<file path="config.mk">
export PLATFORM = sky130hd
export DESIGN_NAME = dmem_bus_bridge_flat
export DESIGN_NICKNAME = d
export VERILOG_FILES = /design/src/rtl/dmem_bus_bridge_if.sv /design/src/rtl/dmem_bus_bridge.sv /design/src/flat_wrapper.sv
export SDC_FILE = /design/constraint.sdc
export NUM_CORES = 1
export LEC_CHECK = 0
export CAP_MARGIN = 20
export CORE_MARGIN = 2
export CORE_UTILIZATION = 40
export DETAILED_ROUTE_END_ITERATION = 8
export GPL_ROUTABILITY_DRIVEN = 0
export HOLD_SLACK_MARGIN = 0.03
export PLACE_DENSITY_LB_ADDON = 0.1
export SYNTH_ARGS = -nofsm -noshare
export SYNTH_HDL_FRONTEND = slang
export SYNTH_SLANG_ARGS = --single-unit
</file>
<file path="constraint.sdc">
create_clock -name i_clk -period 2 [get_ports i_clk]
set_clock_uncertainty 0.2 [all_clocks]
set_input_delay 0.4 -clock i_clk [delete_from_list [all_inputs] [get_ports i_clk]]
set_output_delay 0.4 -clock i_clk [all_outputs]
set_load 0.005 [all_outputs]
</file>
<file path="src/rtl/dmem_bus_bridge_if.sv">
// Core/bus signal bundle for dmem_bus_bridge.
// slave  : the bridge's view. Core request and bus response are inputs; core results
//          and the bus request are outputs.
// master : the environment's view, the same signals with directions reversed.
// Core side : i_req, i_we, i_d_add, i_w_data -> o_r_data, o_stall, o_err
// Bus side  : o_bus_valid, o_bus_we, o_bus_addr, o_bus_wdata <- i_bus_ready, i_bus_rdata
interface dmem_bus_bridge_if #(
  parameter int unsigned WIDTH  = 32,
  parameter int unsigned ADDR_W = 32
);
  logic              i_req;
  logic              i_we;
  logic [ADDR_W-1:0] i_d_add;
  logic [WIDTH-1:0]  i_w_data;
  logic [WIDTH-1:0]  o_r_data;
  logic              o_stall;
  logic              o_err;

  logic              o_bus_valid;
  logic              o_bus_we;
  logic [ADDR_W-1:0] o_bus_addr;
  logic [WIDTH-1:0]  o_bus_wdata;
  logic              i_bus_ready;
  logic [WIDTH-1:0]  i_bus_rdata;

  modport slave (
    input  i_req, i_we, i_d_add, i_w_data, i_bus_ready, i_bus_rdata,
    output o_r_data, o_stall, o_err, o_bus_valid, o_bus_we, o_bus_addr, o_bus_wdata
  );

  modport master (
    output i_req, i_we, i_d_add, i_w_data, i_bus_ready, i_bus_rdata,
    input  o_r_data, o_stall, o_err, o_bus_valid, o_bus_we, o_bus_addr, o_bus_wdata
  );
endinterface

</file>
<file path="src/rtl/dmem_bus_bridge.sv">
// Bridges a stalling core data-memory port onto a valid/ready bus, one access at a time.
// A request in IDLE latches the access into the bus registers and stalls the core. BUSY
// holds the bus request until the handshake completes or TIMEOUT busy cycles pass. DONE
// releases the stall for exactly one cycle so the completing instruction can retire.
// Ports:
//   i_clk  : clock, rising edge
//   i_rstn : asynchronous active-low reset
//   bus    : dmem_bus_bridge_if.slave, carrying the core-side and bus-side signals
module dmem_bus_bridge #(
  parameter int unsigned     WIDTH    = 32,
  parameter int unsigned     ADDR_W   = 32,
  parameter int unsigned     TIMEOUT  = 16,
  parameter logic [WIDTH-1:0] ERR_DATA = WIDTH'(32'hDEAD_BEEF)
) (
  input  logic                i_clk,
  input  logic                i_rstn,
  dmem_bus_bridge_if.slave    bus
);

  // Counter only has to reach TIMEOUT-1; the access aborts there, so it never wraps.
  localparam int unsigned     CNT_W    = $clog2(TIMEOUT);
  localparam logic [CNT_W-1:0] CNT_LAST = CNT_W'(TIMEOUT - 1);

  typedef enum logic [1:0] {StIdle, StBusy, StDone} state_e;

  state_e              state_q, state_d;
  logic [CNT_W-1:0]    cnt_q, cnt_d;
  logic                we_q, we_d;
  logic [ADDR_W-1:0]   addr_q, addr_d;
  logic [WIDTH-1:0]    wdata_q, wdata_d;
  logic [WIDTH-1:0]    rdata_q, rdata_d;
  logic                err_q, err_d;
  logic                stall;

  always_ff @(posedge i_clk or negedge i_rstn) begin
    if (!i_rstn) begin
      state_q <= StIdle;
      cnt_q   <= '0;
      we_q    <= 1'b0;
      addr_q  <= '0;
      wdata_q <= '0;
      rdata_q <= '0;
      err_q   <= 1'b0;
    end else begin
      state_q <= state_d;
      cnt_q   <= cnt_d;
      we_q    <= we_d;
      addr_q  <= addr_d;
      wdata_q <= wdata_d;
      rdata_q <= rdata_d;
      err_q   <= err_d;
    end
  end

  always_comb begin
    state_d = state_q;
    cnt_d   = cnt_q;
    we_d    = we_q;
    addr_d  = addr_q;
    wdata_d = wdata_q;
    rdata_d = rdata_q;
    err_d   = 1'b0;
    stall   = 1'b0;
    unique case (state_q)
      StIdle: begin
        if (bus.i_req) begin
          // Stall in the request cycle itself so the core holds the access operands.
          stall   = 1'b1;
          state_d = StBusy;
          cnt_d   = '0;
          we_d    = bus.i_we;
          addr_d  = bus.i_d_add;
          wdata_d = bus.i_w_data;
        end
      end
      StBusy: begin
        stall = 1'b1;
        if (bus.i_bus_ready) begin
          // A handshake on the final count still wins over the abort.
          if (!we_q) rdata_d = bus.i_bus_rdata;
          state_d = StDone;
        end else if (cnt_q == CNT_LAST) begin
          rdata_d = ERR_DATA;
          err_d   = 1'b1;
          state_d = StDone;
        end else begin
          cnt_d = cnt_q + CNT_W'(1);
        end
      end
      StDone: begin
        // i_req is still the retiring instruction's request here, so it is ignored.
        state_d = StIdle;
      end
      default: state_d = StIdle;
    endcase
  end

  // Bus outputs come only from registers, so no bus input reaches a bus output.
  assign bus.o_bus_valid = (state_q == StBusy);
  assign bus.o_bus_we    = we_q;
  assign bus.o_bus_addr  = addr_q;
  assign bus.o_bus_wdata = wdata_q;
  assign bus.o_r_data    = rdata_q;
  assign bus.o_err       = err_q;
  assign bus.o_stall     = stall;

endmodule

</file>
<file path="src/flat_wrapper.sv">
// flat-port wrapper written by rule: the top's interface ports become plain ports
module dmem_bus_bridge_flat 
#(
  parameter int unsigned     WIDTH    = 32,
  parameter int unsigned     ADDR_W   = 32,
  parameter int unsigned     TIMEOUT  = 16,
  parameter logic [WIDTH-1:0] ERR_DATA = WIDTH'(32'hDEAD_BEEF)
)
  (i_clk, i_rstn, bus_i_req, bus_i_we, bus_i_d_add, bus_i_w_data, bus_i_bus_ready, bus_i_bus_rdata, bus_o_r_data, bus_o_stall, bus_o_err, bus_o_bus_valid, bus_o_bus_we, bus_o_bus_addr, bus_o_bus_wdata);
  dmem_bus_bridge_if #(.WIDTH(WIDTH), .ADDR_W(ADDR_W)) bus_i ();
  input  logic i_clk;
  input  logic i_rstn;
  input wire logic [$bits(bus_i.i_req)-1:0] bus_i_req;
  input wire logic [$bits(bus_i.i_we)-1:0] bus_i_we;
  input wire logic [$bits(bus_i.i_d_add)-1:0] bus_i_d_add;
  input wire logic [$bits(bus_i.i_w_data)-1:0] bus_i_w_data;
  input wire logic [$bits(bus_i.i_bus_ready)-1:0] bus_i_bus_ready;
  input wire logic [$bits(bus_i.i_bus_rdata)-1:0] bus_i_bus_rdata;
  output wire logic [$bits(bus_i.o_r_data)-1:0] bus_o_r_data;
  output wire logic [$bits(bus_i.o_stall)-1:0] bus_o_stall;
  output wire logic [$bits(bus_i.o_err)-1:0] bus_o_err;
  output wire logic [$bits(bus_i.o_bus_valid)-1:0] bus_o_bus_valid;
  output wire logic [$bits(bus_i.o_bus_we)-1:0] bus_o_bus_we;
  output wire logic [$bits(bus_i.o_bus_addr)-1:0] bus_o_bus_addr;
  output wire logic [$bits(bus_i.o_bus_wdata)-1:0] bus_o_bus_wdata;
  assign bus_i.i_req = bus_i_req;
  assign bus_i.i_we = bus_i_we;
  assign bus_i.i_d_add = bus_i_d_add;
  assign bus_i.i_w_data = bus_i_w_data;
  assign bus_i.i_bus_ready = bus_i_bus_ready;
  assign bus_i.i_bus_rdata = bus_i_bus_rdata;
  assign bus_o_r_data = bus_i.o_r_data;
  assign bus_o_stall = bus_i.o_stall;
  assign bus_o_err = bus_i.o_err;
  assign bus_o_bus_valid = bus_i.o_bus_valid;
  assign bus_o_bus_we = bus_i.o_bus_we;
  assign bus_o_bus_addr = bus_i.o_bus_addr;
  assign bus_o_bus_wdata = bus_i.o_bus_wdata;
  dmem_bus_bridge #(.WIDTH(WIDTH), .ADDR_W(ADDR_W), .TIMEOUT(TIMEOUT), .ERR_DATA(ERR_DATA)) u_core (.i_clk(i_clk), .i_rstn(i_rstn), .bus(bus_i));
endmodule
</file>
==> impl_metrics.py <==
metrics = {
    "global_route": {
        "grt_pass1_wl_mm": 18.41,
        "grt_usage": 0.2066,
        "first_global_vias": 3748,
        "antenna_found_initial": 0,
        "grt-ovfl-total": 0,
        "grt_max_degree": 66,
    },
    "die": {
        "dieArea_sq_um": 11090,
        "start_util": 0.4160,
        "die_height_microns": 105.3,
        "dieWidth_microns": 105.3,
        "rows": 36,
        "ios": 201,
        "core_area_sq_um": 9864,
    },
    "clock_network": {
        "cts.clk_slew.worst_paths_ps": 100,
        "cts-root-buf": "clkbuf_8",
        "cts_buffer_depth": 2,
        "clk_latency_ps": 360,
        "h-tree-depth": 3,
        "cts_tree": "yes",
        "cts_made_buffers": 9,
        "clock_sinks": 104,
    },
    "synth": {
        "synth_compound_area_frac": 0.06951,
        "synthCells": 452,
        "async_flop_share": 1.000,
        "yosysTopAreaCellShare": 0.6341,
        "synth_largest_area_cell": "dfrtp_1",
        "syn-num-nets": 554,
        "synth-seq-cells": 104,
        "synth_flop_cell": "dfrtp_1",
        "synthMuxAreaShare": 0,
        "synth_commonest_cells": "nand2_1 (211), dfrtp_1 (104), nor2_1 (47), a21oi_1 (24), clkbuf_1 (14)",
        "yosys.area_share.simple": 0.2613,
        "synthXorXnorAreaFrac": 0,
        "yosysSeqAreaShare": 0.6341,
        "synth.distinct_cells": 35,
        "synth_top_family_by_area": "simple AND/OR/NAND/NOR gates",
        "avgSynthCellArea_sq_um": 9.080,
        "ys_top_cells_by_area": "dfrtp_1 (63%), nand2_1 (19%), nor2_1 (4.3%)",
        "synth_edf_count": 0,
        "yosysWarningCount": 0,
        "synthAdderAreaFrac": 0.003049,
        "synth.most_common_cell": "nand2_1",
        "netlist_area_sq_um": 4104,
    },
    "pwr": {
        "comb_power_share": 0.434,
        "p_leak_nw": 3.117,
        "power.switching_mw": 2.527,
        "ir_drop_uv": 584.1,
        "pwr-share-clk": 0.149,
        "power_density_nw_per_um2": 1255,
        "intPower_mw": 5.776,
        "switching_share": 0.3043,
        "seqPwrFrac": 0.417,
    },
    "detailed_routing": {
        "vias_per_cell": 4.689,
        "wl_per_cell_microns": 14.13,
        "drtIter0Drc": 163,
        "drc": 0,
        "finalWirelength_mm": 11.23,
        "dr.pass1.iters": 4,
        "vias": 3728,
        "antenna_left": 0,
    },
    "critical_path": {
        "cp.required_ps": 1400,
        "crit_fanout": 8,
        "cp-start-kind": "flop",
        "crit_arrival_ps": 1330,
        "rrSetupSlack_ps": 80,
        "crit_chain": "clkdlybuf4s50_1",
        "cp_slowest_cell": "clkdlybuf4s50_1",
        "path_class": "flop to output port",
        "setup.worst_path.start": "u_core.bus.o_bus_we$_DFFE_PN0P_",
        "r2r_end": "u_core.cnt_q[0]$_DFFE_PN0P_",
        "end_kind": "output port",
        "critPathMaxStageDelay_ps": 520,
        "worstSetupPathDepth": 1,
        "r2r_cells": 4,
        "crit_family": "buffers and inverters",
        "r2r-start": "u_core.state_q[0]$_DFFE_PN0P_",
        "path_buf_inv": 1,
    },
    "run_status": {
        "status": "finished clean",
    },
    "sta": {
        "slew_headroom": 0.6787,
        "hold_viol": 0,
        "setup_viol": 0,
        "period_share": 0.9670,
        "final.setup.tns_ps": 0,
        "slew_violations": 0,
        "max_freq_ghz": 0.5171,
        "tightest_slew_ps": 481.9,
        "timing.final.ws_setup_ps": 66.10,
        "rsz0062_at_grt": "no",
        "fin_crit_ps": 1934,
    },
    "finish": {
        "fill_cells": 784,
        "instances_no_fill": 795,
        "finish.instance_area_sq_um": 6616,
        "areaGrowthSynthToFinish_pct": 61.22,
        "drive_above_1_share": 0.06798,
        "fin_nets": 761,
        "diodes": 0,
    },
    "placed_design": {
        "hpwl_mm": 8.076,
        "io_buffers": 200,
        "dpl_worst_slack_ps": -249.6,
        "placed_area_sq_um": 6399,
        "dp.cells": 777,
    },
    "hold_path": {
        "hold_start": "u_core.bus.o_bus_addr[27]$_DFFE_PN0P_",
        "min_path_cells": 2,
        "hold_path_class": "flop to flop",
        "hold_end": "u_core.bus.o_bus_addr[27]$_DFFE_PN0P_",
    },
    "run": {
        "cap_viol_max_count": 0,
    },
}
-- per-stage QoR --
stage | total power [mW] | util | hold WS, ps
2_1_floorplan | 4.626 | - | -95.59
3_3_place_gp | 7.015 | 0.6487 | 194.1
3_5_place_dp | 7.119 | 0.6487 | 197.2
4_1_cts | 8.403 | 0.6696 | 281.4
5_1_grt | 8.894 | 0.6707 | 304.9
6_report | 8.302 | 0.6707 | 277.5
-- cell type report --
class | count | area [sq um] | area share
sequential | 104 | 2604 | 0.3935
multi-input combinational | 320 | 1384 | 0.2092
inverter | 2 | 7.507 | 0.001135
clock inverter | 4 | 47.55 | 0.007186
tap | 133 | 166.4 | 0.02515
clock buffer | 10 | 127.6 | 0.01929
timing repair buffer | 222 | 2280 | 0.3446
-- layer usage --
layer  global-route usage  up-vias  wire length (microns)  part of all wire
met4              0.07143        0                    121             0.011
met5                    0        -                      0                 0
met3              0.06061       10                    892             0.079
li1                     -     1833                      -                 -
met2               0.3341      134                   5301              0.47
met1               0.2657     1751                   4915              0.44
-- registers in the layout, summed over array words and instances (netlist names) --
signal and count:
u_core.bus.o_r_data 32, u_core.state_q 2, u_core.cnt_q 4, u_core.bus.o_bus_addr 32, u_core.bus.o_bus_we 1, u_core.bus.o_err 1, u_core.bus.o_bus_wdata 32
-- worst max path at each step --
stage                     slack, ps                          end
after floorplan                 310  u_core.cnt_q[0]$_DFFE_PN0P_
after global placement         -230                  bus_o_stall
after detailed placement       -250  u_core.cnt_q[0]$_DFFE_PN0P_
after CTS                        50                  bus_o_stall
after global routing              4                  bus_o_stall
final                            70                 bus_o_bus_we
-- power by group through the flow --
stage	combinational [mW]	clock [mW]	sequential, mW
2_1_floorplan	1.07	0	3.55
3_3_place_gp	3.54	0	3.47
3_5_place_dp	3.61	0	3.51
4_1_cts	3.65	1.28	3.47
5_1_grt	3.95	1.37	3.57
6_report	3.60	1.24	3.46
-- cells by family (layout without fill, tap and decap cells) --
family,after synthesis,count (layout)
fa+ha+maj,1,1
compound gates,47,47
buf+inv,28,238
flops,104,104
simple gates,272,272
-- cell usage in the layout, fill, tap and decap left out, drive strengths merged, types with 2 or more instances in the layout --
cell	netlist	layout
inv	2	2
or3b	2	2
o21ai	8	8
a2bb2oi	2	2
and3	2	2
a21o	2	2
nand3	2	2
buf	11	22
clkinv	0	2
a21oi	24	24
nand2	211	211
clkdlybuf4s50	0	196
dlygate4sd2	0	2
o31ai	2	2
o221a	2	2
nor2	47	47
dfrtp	104	104
nand2b	3	3
clkbuf	15	10
-- repair_timing --
action | 4_1_cts | 5_1_grt
endpoints found under the setup margin | 3 | 3
hold endpoints to repair | 30 | 0
hold buffers | 1 | 0
setup buffers | 2 | 1
gates cloned | 0 | 0
resized for setup | 5 | 2
No activity file was read; power rests on OpenSTA's default activity.
